**config.mk**
```make
export PLATFORM = sky130hd
export DESIGN_NAME = rv32_mod_lsu_split
export DESIGN_NICKNAME = d
export VERILOG_FILES = /design/src/rtl/rv32_mod_lsu_split.sv
export SDC_FILE = /design/constraint.sdc
export NUM_CORES = 1
export LEC_CHECK = 0
export CORE_MARGIN = 3
export CORE_UTILIZATION = 55
export DETAILED_ROUTE_END_ITERATION = 6
export PLACE_DENSITY = 0.94
export SETUP_SLACK_MARGIN = 0.4
export SYNTH_ARGS = -nofsm -noshare
export SYNTH_HDL_FRONTEND = slang
export SYNTH_SLANG_ARGS = --single-unit
```
**constraint.sdc**
```tcl
create_clock -name clk -period 6.2 [get_ports clk]
set_input_delay 1.24 -clock clk [delete_from_list [all_inputs] [get_ports clk]]
set_output_delay 1.24 -clock clk [all_outputs]
set_load 0.05 [all_outputs]
```
**src/rtl/rv32_mod_lsu_split.sv**
```systemverilog
// RV32 load/store unit front end: drives one or two word-aligned bus beats per
// hart access, splitting misaligned halfword/word accesses across a word boundary.
module rv32_mod_lsu_split #(
  parameter bit          ALLOW_MISALIGNED = 1'b1,
  parameter int unsigned TIMEOUT          = 255
) (
  input  logic        clk,
  input  logic        reset_n,
  input  logic        req,
  input  logic [3:0]  req_type,
  input  logic        wr,
  input  logic [31:0] address,
  input  logic [31:0] data_i,
  output logic [31:0] data_o,
  output logic        valid,
  output logic        error,
  output logic        stall,
  output logic        dext_req,
  output logic        dext_wr,
  input  logic        dext_ack,
  input  logic        dext_err,
  output logic [3:0]  dext_be,
  output logic [31:0] dext_addr,
  output logic [31:0] dext_do,
  input  logic [31:0] dext_di
);

  localparam int unsigned WDW = (TIMEOUT > 1) ? $clog2(TIMEOUT) : 1;
  localparam logic [WDW-1:0] WD_LAST = (TIMEOUT > 0) ? WDW'(TIMEOUT - 1) : '0;

  typedef enum logic [1:0] {S_IDLE, S_BEAT0, S_BEAT1, S_RESP} state_t;

  state_t         state_q, state_d;
  logic [31:0]    addr_q, wdata_q, buf_q, buf_d, data_q, data_d;
  logic [1:0]     size_q;
  logic           uns_q, wr_q, err_q, err_d;
  logic [WDW-1:0] wdog_q, wdog_d;

  logic        accept, req_illegal, in_beat, wd_expired, beat_fail, load_done, mis_q;
  logic [7:0]  cur_mask;
  logic [4:0]  sh;
  logic [31:0] ld_lo, ld_hi, ld_raw, ld_ext, rot_do;
  logic        unused_rsvd;

  function automatic logic is_mis(input logic [1:0] size, input logic [1:0] off);
    return (size == 2'b01 && off == 2'b11) || (size == 2'b10 && off != 2'b00);
  endfunction

  function automatic logic [7:0] mask8(input logic [1:0] size, input logic [1:0] off);
    logic [7:0] m;
    case (size)
      2'b00:   m = 8'h01;
      2'b01:   m = 8'h03;
      2'b10:   m = 8'h0F;
      default: m = 8'h00;
    endcase
    return m << off;
  endfunction

  assign unused_rsvd = req_type[2];
  assign accept      = (state_q == S_IDLE) && req;
  assign req_illegal = (req_type[1:0] == 2'b11) ||
                       (!ALLOW_MISALIGNED && is_mis(req_type[1:0], address[1:0]));
  assign in_beat     = (state_q == S_BEAT0) || (state_q == S_BEAT1);
  assign cur_mask    = mask8(size_q, addr_q[1:0]);
  assign mis_q       = |cur_mask[7:4];
  assign sh          = {addr_q[1:0], 3'b000};
  assign wd_expired  = (TIMEOUT != 0) && (wdog_q == WD_LAST);
  // An error response wins over a simultaneous ack.
  assign beat_fail   = in_beat && (dext_err || (!dext_ack && wd_expired));
  assign load_done   = in_beat && dext_ack && !dext_err && !wr_q &&
                       ((state_q == S_BEAT1) || !mis_q);

  always_ff @(posedge clk or negedge reset_n) begin
    if (!reset_n) begin
      state_q <= S_IDLE;
      addr_q  <= '0;
      wdata_q <= '0;
      size_q  <= '0;
      uns_q   <= 1'b0;
      wr_q    <= 1'b0;
      err_q   <= 1'b0;
      buf_q   <= '0;
      wdog_q  <= '0;
      data_q  <= '0;
    end else begin
      state_q <= state_d;
      err_q   <= err_d;
      buf_q   <= buf_d;
      wdog_q  <= wdog_d;
      data_q  <= data_d;
      if (accept) begin
        addr_q  <= address;
        wdata_q <= data_i;
        size_q  <= req_type[1:0];
        uns_q   <= req_type[3];
        wr_q    <= wr;
      end
    end
  end

  always_comb begin
    state_d = state_q;
    err_d   = err_q;
    unique case (state_q)
      S_IDLE: begin
        if (req) begin
          state_d = req_illegal ? S_RESP : S_BEAT0;
          err_d   = req_illegal;
        end
      end
      S_BEAT0: begin
        if (beat_fail) begin
          state_d = S_RESP;
          err_d   = 1'b1;
        end else if (dext_ack) begin
          state_d = mis_q ? S_BEAT1 : S_RESP;
          err_d   = 1'b0;
        end
      end
      S_BEAT1: begin
        if (beat_fail) begin
          state_d = S_RESP;
          err_d   = 1'b1;
        end else if (dext_ack) begin
          state_d = S_RESP;
          err_d   = 1'b0;
        end
      end
      S_RESP:  state_d = S_IDLE;
      default: state_d = S_IDLE;
    endcase
  end

  // Datapath next-state: watchdog restarts on every beat entry.
  always_comb begin
    wdog_d = '0;
    if (in_beat && state_d == state_q && TIMEOUT != 0) wdog_d = wdog_q + 1'b1;
    buf_d  = (state_q == S_BEAT0 && dext_ack && !dext_err) ? dext_di : buf_q;
    ld_lo  = (state_q == S_BEAT1) ? buf_q : dext_di;
    ld_hi  = (state_q == S_BEAT1) ? dext_di : 32'h0;
    ld_raw = 32'({ld_hi, ld_lo} >> sh);
    case (size_q)
      2'b00:   ld_ext = {{24{!uns_q && ld_raw[7]}}, ld_raw[7:0]};
      2'b01:   ld_ext = {{16{!uns_q && ld_raw[15]}}, ld_raw[15:0]};
      default: ld_ext = ld_raw;
    endcase
    data_d = load_done ? ld_ext : data_q;
    rot_do = (wdata_q << sh) | (wdata_q >> (6'd32 - {1'b0, sh}));
  end

  always_comb begin
    dext_req  = in_beat;
    dext_wr   = in_beat && wr_q;
    dext_addr = 32'h0;
    dext_be   = 4'h0;
    dext_do   = in_beat ? rot_do : 32'h0;
    if (state_q == S_BEAT0) begin
      dext_addr = {addr_q[31:2], 2'b00};
      dext_be   = cur_mask[3:0];
    end else if (state_q == S_BEAT1) begin
      dext_addr = {addr_q[31:2] + 30'd1, 2'b00};
      dext_be   = cur_mask[7:4];
    end
    valid = (state_q == S_RESP) && !err_q;
    error = (state_q == S_RESP) && err_q;
    stall = accept || in_beat;
  end

  assign data_o = data_q;

endmodule

```
# Word-level counts from Yosys, hierarchy flattened
# Index checks and enable logic that the tools add are counted.
# op_classes
bitwise,1
n_eq_ne,10
reduce_logical,31
mux,22
n_shift,4
n_addsub,3
# op_table
op,n
$mux 32,5
$pmux 32 s2,1
$shr 64x5->32,1
$or 32x32->32,1
$shl 32x5->32,1
$shr 32x6->32,1
$add 30x1->30 const B,1
$logic_and 1x1->1,15
$mux 2,6
$pmux 4 s3,1
$add 8x1->8 const B,1
$eq 2x2->1 const B,4
$eq 8x8->1 const B,1
$mux 4,2
$mux 8,1
$pmux 2 s4,1
$shl 8x2->8,1
$logic_not 1->1,6
$sub 6x5->6 const A,1
$eq 2x1->1 const B,2
$logic_not 2->1,2
$logic_or 1x1->1,4
$mux 1,4
$reduce_or 4->1,1
7 further kinds,7
# totals
register_bits,143
out_inout_bits,105
word_cells,81

# Longest topological paths before layout
# Gate-level depths: netlist of the first run.
# logic_depth
depth_word,11
mapped_depth,12

# Least setup slack after synthesis of the first run
# Ideal clock, no wire load.
# synth_path
kind,register to output
from,register addr_q[1]
to,output port dext_do[3]
stages_incl_launch_ff,12
required_time_ns,4.960
setup_slack_ns,1.538
t_arrival_ns,3.422
n_path_buf,5
cell_sequence,dfrtp_1 -> buf_4 -> inv_1 -> clkbuf_1 -> buf_1 -> ha_1 -> or2_2 -> clkbuf_1 -> a21oi_1 -> buf_2 -> nand2_1 -> a21oi_1
# synth_via
elab_chain_cells,4
word_cells_on_any_way,5
cone_classes,add/sub: 1; shift: 2; mux: 1; bitwise: 1
# synth_lines
item,line_no,source
start: declaration,34,"logic [31:0] addr_q, wdata_q, buf_q, buf_d, data_q, data_d;"
start signal: assignment,93,addr_q <= address;
$sub 6x5->6,149,"rot_do = (wdata_q << sh) | (wdata_q >> (6'd32 - {1'b0, sh}));"
$shr 32x6->32,149,
$or 32x32->32 *,149,
$mux 32 *,157,dext_do = in_beat ? rot_do : 32'h0;
end: declaration,24,"output logic [31:0] dext_do,"
# Mark *: on every way between the ends. The rest lies on a longest branch, timed or not.

# Worst setup path after layout of the first run
# layout_path
from,register addr_q[0]
to,output port dext_do[18]
# The elaborated chain is that of the path after synthesis.

==> impl_results.rst, run 1 <==
.. list-table::
   :header-rows: 1

   * - Metric
     - Value
   * - Antenna violations before repair
     - 1
   * - Path type of the worst setup path
     - flop to primary output
   * - Mapped cell area
     - 9110 um^2
   * - Final setup skew
     - 0.0108 ns
   * - Number of cells produced by synthesis
     - 911
   * - Max-Cap Viols
     - 0
   * - Via count normalized by instance count
     - 6.31
   * - Kind of start point of the critical path
     - flop
   * - Sum of routed wire length over all layers
     - 26.9 mm
   * - Time the worst path needs with I/O delays and setup
     - 5.54 ns
   * - Timing-limited maximum frequency
     - 0.180 GHz
   * - Headroom to the max-slew limit
     - 22.6%
   * - Initial Util
     - 56.7%
   * - Sink count of the clock tree
     - 143
   * - Hold depth
     - 1
   * - Run status
     - finished, final reports clean
   * - Clk slew on worst S/H paths
     - 0.06 ns
   * - Dpl hpwl
     - 18.1 mm
   * - Die outline area
     - 18100 um^2
   * - Chip Height
     - 135 um
   * - Routed via count
     - 8261
   * - Resized Gates After CTS
     - 0
   * - Worst reg-to-reg setup slack
     - 2.65 ns
   * - Initial DRT Pass Iterations
     - 6
   * - Total global-route track usage
     - 29.5%
   * - Vias in the first global route
     - 8345
   * - Iteration-0 DRC count of the detailed router
     - 684
   * - Skew-Pair Late Insertion Delay
     - 0.42 ns
   * - Area after detailed placement
     - 11300 um^2
   * - Bufs on Longest Clock Path
     - 2
   * - Crit path DAT
     - 4.30 ns
   * - Commonest non-fill, non-tap cell in the layout
     - clkdlybuf4s50_1
   * - Clock buffers created by TritonCTS
     - 17
   * - Filler Cell Count
     - 1057
   * - Cts-stage hold buffer count
     - 0
   * - Share of synthesized flip-flops with an asynchronous set or reset
     - 100%
   * - Number of design rule violations left after detail routing
     - 0
   * - Post-synthesis sequential element count
     - 143
   * - Max-slew violation count
     - 0
   * - Synthesis-to-finish area growth
     - 31.4%
   * - Fraction of final layout cells sized beyond drive strength 1
     - 18.0%
   * - EDFF count, synth
     - 0
   * - Core Box Area
     - 16100 um^2
   * - Highest-count cells in the layout ignoring fill and taps
     - clkdlybuf4s50_1, dfrtp_1, mux2_2, nor2_1, mux2i_1
   * - Core Rows
     - 46
   * - Largest net degree at the start of global routing
     - 90
   * - Maximum fanout encountered on the critical timing path
     - 43
   * - Main flop type after synthesis
     - dfrtp_1
   * - Setup repair after global routing missed its margin
     - false
   * - Syn_area_per_cell
     - 10.0 um^2
   * - Setup-violating endpoint count in the final report
     - 0
   * - Total number of yosys warnings
     - 0
   * - Die X
     - 135 um
   * - Number of antenna diodes
     - 0
   * - Endpoint, Worst Hold
     - buf_q[1]$_DFFE_PN0P_
   * - Layout Nets
     - 1201
   * - First-pass GRT wire length
     - 42.9 mm
   * - Worst hold path class
     - flop to flop
   * - Post-CTS Repair Setup Buffers
     - 0
   * - Number of port buffers
     - 207
   * - CTS tree
     - built
   * - Mean routed wirelength per cell
     - 20.5 um
   * - Endpoint class of the critical path
     - primary output
   * - Root buf cell
     - clkbuf_16
   * - Total grt overflow
     - 0
   * - R2R cell count
     - 7
   * - Summed area of non-filler cells in the final layout
     - 12000 um^2
   * - Count of different cell masters after synthesis
     - 63
   * - Post-detailed-route count of antenna-violating nets
     - 0
   * - Worst hold path startpoint
     - buf_q[1]$_DFFE_PN0P_
   * - I/O pin count
     - 211
   * - Worst-margin pin slew
     - 1.16 ns
   * - Sum of negative setup slack
     - 0 ns
   * - Global placer's final weighted congestion
     - 0.907
   * - Start of the worst register-to-register path
     - state_q[0]$_DFF_PN0_
   * - Final Hold Violating Endpoints
     - 0
   * - End of the worst register-to-register path
     - data_o[8]$_DFFE_PN0P_
   * - Share of the clock period used by the worst path
     - 89.4%
   * - Required time at the endpoint of the critical path
     - 4.96 ns
   * - H-tree depth
     - 4
   * - Sequential element share of the synthesized area
     - 39.3%
==> worst max-delay path by stage <==
stage | startpoint | endpoint | cells past startpoint
floorplan | addr_q[1]$_DFFE_PN0P_ | dext_do[3] | 11
global placement | addr_q[0]$_DFFE_PN0P_ | dext_do[14] | 7
detailed placement | addr_q[0]$_DFFE_PN0P_ | dext_do[18] | 7
CTS | addr_q[0]$_DFFE_PN0P_ | dext_do[18] | 7
global route | addr_q[0]$_DFFE_PN0P_ | dext_do[18] | 7
finish | addr_q[0]$_DFFE_PN0P_ | dext_do[18] | 7
==> state kept, by name, indices dropped and copies added (netlist names) <==
name and cells:
data_o 32, size_q 2, state_q 2, uns_q 1
err_q 1, wdog_q 8, buf_q 32, wr_q 1
addr_q 32, wdata_q 32
==> worst max-delay path, stage by stage, from the launching register on <==
cell and delay, ns:
dfrtp_4 0.75, inv_2 0.36, ha_1 0.64, or2_2 0.51, nand2_1 0.27, a221oi_1 0.12, nor3_1 0.32, clkdlybuf4s50_1 0.89
==> metal layers <==
layer / track usage, % / vias up / wire length, um
met5: 0 / - / 20
met4: 12.3 / 2 / 778
met3: 7.53 / 94 / 2490
met2: 48.7 / 507 / 13300
met1: 37.0 / 3977 / 10300
li1: - / 3681 / -
==> synthesized netlist by cell type (9+ instances only) <==
cell type	instances	area share [%]
clkbuf_1	25	1.0
o22a_1	9	0.87
nor2b_1	13	0.89
xor2_1	18	1.7
nor3_1	15	0.82
nand2_1	61	2.5
and2_1	9	0.62
buf_1	10	0.41
o21ai_0	39	2.1
a21oi_1	47	2.6
a31oi_1	16	1.1
a221oi_1	16	1.5
nand3_1	14	0.77
mux2_2	116	14
nor2_1	99	4.1
buf_2	11	0.60
inv_1	13	0.54
buf_4	11	0.91
o22ai_1	19	1.3
a211oi_1	13	1.1
mux2i_1	66	7.2
nand4_1	9	0.62
ha_1	15	2.1
dfrtp_1	143	39
==> per-stage QoR <==
step                      instances  setup slack [ns]  hold WS [ns]  utilization, %
final                          1309             0.657         0.511            74.5
after global routing           1309             0.602         0.532            74.5
after CTS                      1309             0.787         0.512            74.5
after detailed placement       1277              1.27         0.497            70.6
after global placement         1277              1.31         0.488            70.6
after floorplan                 912              1.54         0.479               -
==> area by class of cell <==
cell class | instances | area (um^2) | share of cell area [%]
Clock inverter | 12 | 183 | 1.53
Timing Repair Buffer | 216 | 2300 | 19.2
Multi-Input combinational cell | 688 | 5120 | 42.8
Clock buffer | 20 | 457 | 3.82
Sequential cell | 143 | 3580 | 29.9
Inverter | 14 | 52.6 | 0.439
Tap cell | 216 | 270 | 2.26
==> cells by family after synthesis <==
family | synth area share, %
xor+xnor | 2.31
compound gates | 14.4
simple gates | 13.9
fa+ha+maj | 2.06
mux | 23.3
buf+inv | 4.65
flops | 39.3
other cells | 0.0412
Power of run 1 is left out: the tool's default activity adds up to more than one toggle a clock period on the data nets, which glitch-free logic cannot reach.
==> run 2, diff against run 1 <==
--- a/config.mk
+++ b/config.mk
@@ -5,6 +5,7 @@
 export SDC_FILE = /design/constraint.sdc
 export NUM_CORES = 1
 export LEC_CHECK = 0
+export ABC_AREA = 0
 export CORE_MARGIN = 3
 export CORE_UTILIZATION = 55
 export DETAILED_ROUTE_END_ITERATION = 6
==> results of run 2 <==
No change in the layout: final DEF, timing and power equal those of run 1.
Power of run 2 is left out for the same reason.
==> run 3, diff against run 2 <==
--- a/config.mk
+++ b/config.mk
@@ -7,9 +7,10 @@
 export LEC_CHECK = 0
 export ABC_AREA = 0
 export CORE_MARGIN = 3
-export CORE_UTILIZATION = 55
+export CORE_UTILIZATION = 51
 export DETAILED_ROUTE_END_ITERATION = 6
-export PLACE_DENSITY = 0.94
+export GPL_ROUTABILITY_DRIVEN = 1
+export PLACE_DENSITY = 0.88
 export SETUP_SLACK_MARGIN = 0.4
 export SYNTH_ARGS = -nofsm -noshare
 export SYNTH_HDL_FRONTEND = slang
==> constraint.sdc (replaced) <==
create_clock -name clk -period 5.6 [get_ports clk]
set_input_delay 1.12 -clock clk [delete_from_list [all_inputs] [get_ports clk]]
set_output_delay 1.12 -clock clk [all_outputs]
set_load 0.05 [all_outputs]
==> run 3 against run 2 <==
Compared with the run above:
- non-clock buffer count rose by 3
- clock skew fell by 0.0021 ns
- highest routed layer unchanged
- the flow now finishes with violations (DRC)
- via count is 2.1% lower
- sequential cell count is the same
- worst setup slack better by 0.021 ns
- critical path depth up 1
- global-route usage decreased by 3.0 points
- hold slack worse by 0.014 ns
==> impl_results.rst, run 3 (same netlist as run 1, synthesis figures left out) <==
.. list-table::
   :header-rows: 1

   * - Metric
     - Value
   * - Run status
     - finished, violations left
   * - Violations in the final reports
     - DRC
   * - Worst setup path start
     - state_q[1]$_DFF_PN0_
   * - Max-Cap Viols
     - 0
   * - H-tree depth
     - 4
   * - Share of the clock period used by the worst path
     - 87.9%
   * - Total global-route track usage
     - 26.5%
   * - Crit-path cells
     - inv_1 > ha_1 > and4b_1 > and4_1 > nand2_1 > or3_1 > a21oi_1 > clkdlybuf4s50_1
   * - Sink count of the clock tree
     - 143
   * - Setup-violating endpoint count in the final report
     - 0
   * - Maximum fanout encountered on the critical timing path
     - 10
   * - R2R cell count
     - 7
   * - Crit path DAT
     - 3.80 ns
   * - Capture point of the critical path
     - dext_addr[30]
   * - Cts-stage hold buffer count
     - 0
   * - Bufs on Longest Clock Path
     - 2
   * - Root buf cell
     - clkbuf_16
   * - Sum of negative setup slack
     - 0 ns
   * - Worst reg-to-reg setup slack
     - 2.18 ns
   * - Largest net degree at the start of global routing
     - 98
   * - Initial DRT Pass Iterations
     - 7
   * - Post-CTS Repair Setup Buffers
     - 0
   * - End of the worst register-to-register path
     - data_o[15]$_DFFE_PN0P_
   * - Post-detailed-route count of antenna-violating nets
     - 0
   * - Number of port buffers
     - 207
   * - Routed via count
     - 8087
   * - Skew-Pair Late Insertion Delay
     - 0.43 ns
   * - Required time at the endpoint of the critical path
     - 4.48 ns
   * - Max-slew violation count
     - 0
   * - Clock buffers created by TritonCTS
     - 17
   * - Resized Gates After CTS
     - 0
   * - Stages on the worst setup path
     - 8
   * - Fraction of final layout cells sized beyond drive strength 1
     - 19.6%
   * - Sum of routed wire length over all layers
     - 25.9 mm
   * - Total grt overflow
     - 0
   * - Headroom to the max-slew limit
     - 24.0%
   * - Core Box Area
     - 17400 um^2
   * - Final Hold Violating Endpoints
     - 0
   * - Vias in the first global route
     - 8221
   * - Antenna violations before repair
     - 2
   * - Core Rows
     - 48
   * - I/O pin count
     - 211
   * - Chip Height
     - 140 um
   * - Setup repair after global routing missed its margin
     - false
   * - Final setup skew
     - 0.00871 ns
   * - Number of design rule violations left after detail routing
     - 7
   * - Mean routed wirelength per cell
     - 19.6 um
   * - Highest-count cells in the layout ignoring fill and taps
     - clkdlybuf4s50_1, dfrtp_1, mux2_2, nor2_1, mux2i_1
   * - Kind of start point of the critical path
     - flop
   * - Global placer's final weighted congestion
     - 0.867
   * - Dpl hpwl
     - 18.0 mm
   * - Worst hold path class
     - flop to flop
   * - Commonest non-fill, non-tap cell in the layout
     - clkdlybuf4s50_1
   * - Iteration-0 DRC count of the detailed router
     - 732
   * - Synthesis-to-finish area growth
     - 32.4%
   * - Layout Nets
     - 1204
   * - Timing-limited maximum frequency
     - 0.203 GHz
   * - Via count normalized by instance count
     - 6.13
   * - Kind of cell adding the most delay to the critical path
     - simple AND/OR/NAND/NOR gates
   * - CTS tree
     - built
   * - First-pass GRT wire length
     - 42.0 mm
   * - Endpoint class of the critical path
     - primary output
   * - Delay of the slowest critical-path stage
     - 0.83 ns
   * - Total buffers and inverters traversed by the critical path
     - 2
   * - Number of antenna diodes
     - 0
   * - Initial Util
     - 52.3%
   * - Start of the worst register-to-register path
     - state_q[0]$_DFF_PN0_
   * - Clk slew on worst S/H paths
     - 0.06 ns
   * - Worst-margin pin slew
     - 1.14 ns
   * - Library cell contributing the largest single delay on the critical path
     - clkdlybuf4s50_1
   * - Die X
     - 140 um
   * - Time the worst path needs with I/O delays and setup
     - 4.92 ns
   * - Die outline area
     - 19500 um^2
   * - Path type of the worst setup path
     - flop to primary output
-- run 3: cell count changes in the layout (fill, tap and decap cells not counted), sizes merged --
cell / before / now
clkinvlp: 3 / 4
clkbuf: 20 / 18
clkdlybuf4s50: 190 / 174
clkinv: 3 / 5
bufinv: 4 / 2
buf: 26 / 45
-- run 3: final cells by class --
class | count | area [um^2]
Inverter | 14 | 52.6
Sequential cell | 143 | 3580
Clock buffer | 18 | 429
Clock inverter | 13 | 140
Tap cell | 225 | 282
Timing Repair Buffer | 219 | 2460
Multi-Input combinational cell | 688 | 5120
Fill cell | 1219 | 5350
-- run 3: how the worst min path moves through the flow --
stage / from / endpoint / slack, ns / cells past startpoint
6_report: data_o[15]$_DFFE_PN0P_ / data_o[15]$_DFFE_PN0P_ / 0.50 / 1
2_1_floorplan: buf_q[0]$_DFFE_PN0P_ / buf_q[0]$_DFFE_PN0P_ / 0.48 / 1
3_3_place_gp: buf_q[7]$_DFFE_PN0P_ / buf_q[7]$_DFFE_PN0P_ / 0.49 / 1
4_1_cts: data_o[15]$_DFFE_PN0P_ / data_o[15]$_DFFE_PN0P_ / 0.50 / 1
3_5_place_dp: data_o[15]$_DFFE_PN0P_ / data_o[15]$_DFFE_PN0P_ / 0.48 / 1
5_1_grt: buf_q[7]$_DFFE_PN0P_ / buf_q[7]$_DFFE_PN0P_ / 0.52 / 1
-- run 3: per-stage QoR --
stage	cells	utilization [%]	area [um^2]	hold slack [ns]	worst slack, ns
4_1_cts	1320	69.3	12100	0.497	0.714
3_3_place_gp	1289	66.0	11500	0.488	1.24
3_5_place_dp	1289	66.0	11500	0.483	1.16
2_1_floorplan	912	-	9120	0.479	1.06
5_1_grt	1320	69.3	12100	0.521	0.459
6_report	1320	69.3	12100	0.496	0.679
-- run 3: worst register-to-register path: stages, from the launching register on --
cell	delay, ns
dfrtp_1	0.55
inv_1	0.17
ha_1	0.63
inv_1	0.58
nor4_4	0.49
buf_4	0.53
o211ai_1	0.23
o21a_1	0.15
-- run 3: per-layer routing --
layer  wire length (um)  vias to the layer above  GRT usage (%)
li1                   -                     3697              -
met1              10500                     3900           34.4
met2              12400                      405           41.9
met3               2240                       81           7.97
met4                761                        4           10.1
met5                 23                        -              0
Power of run 3 is left out for the same reason.
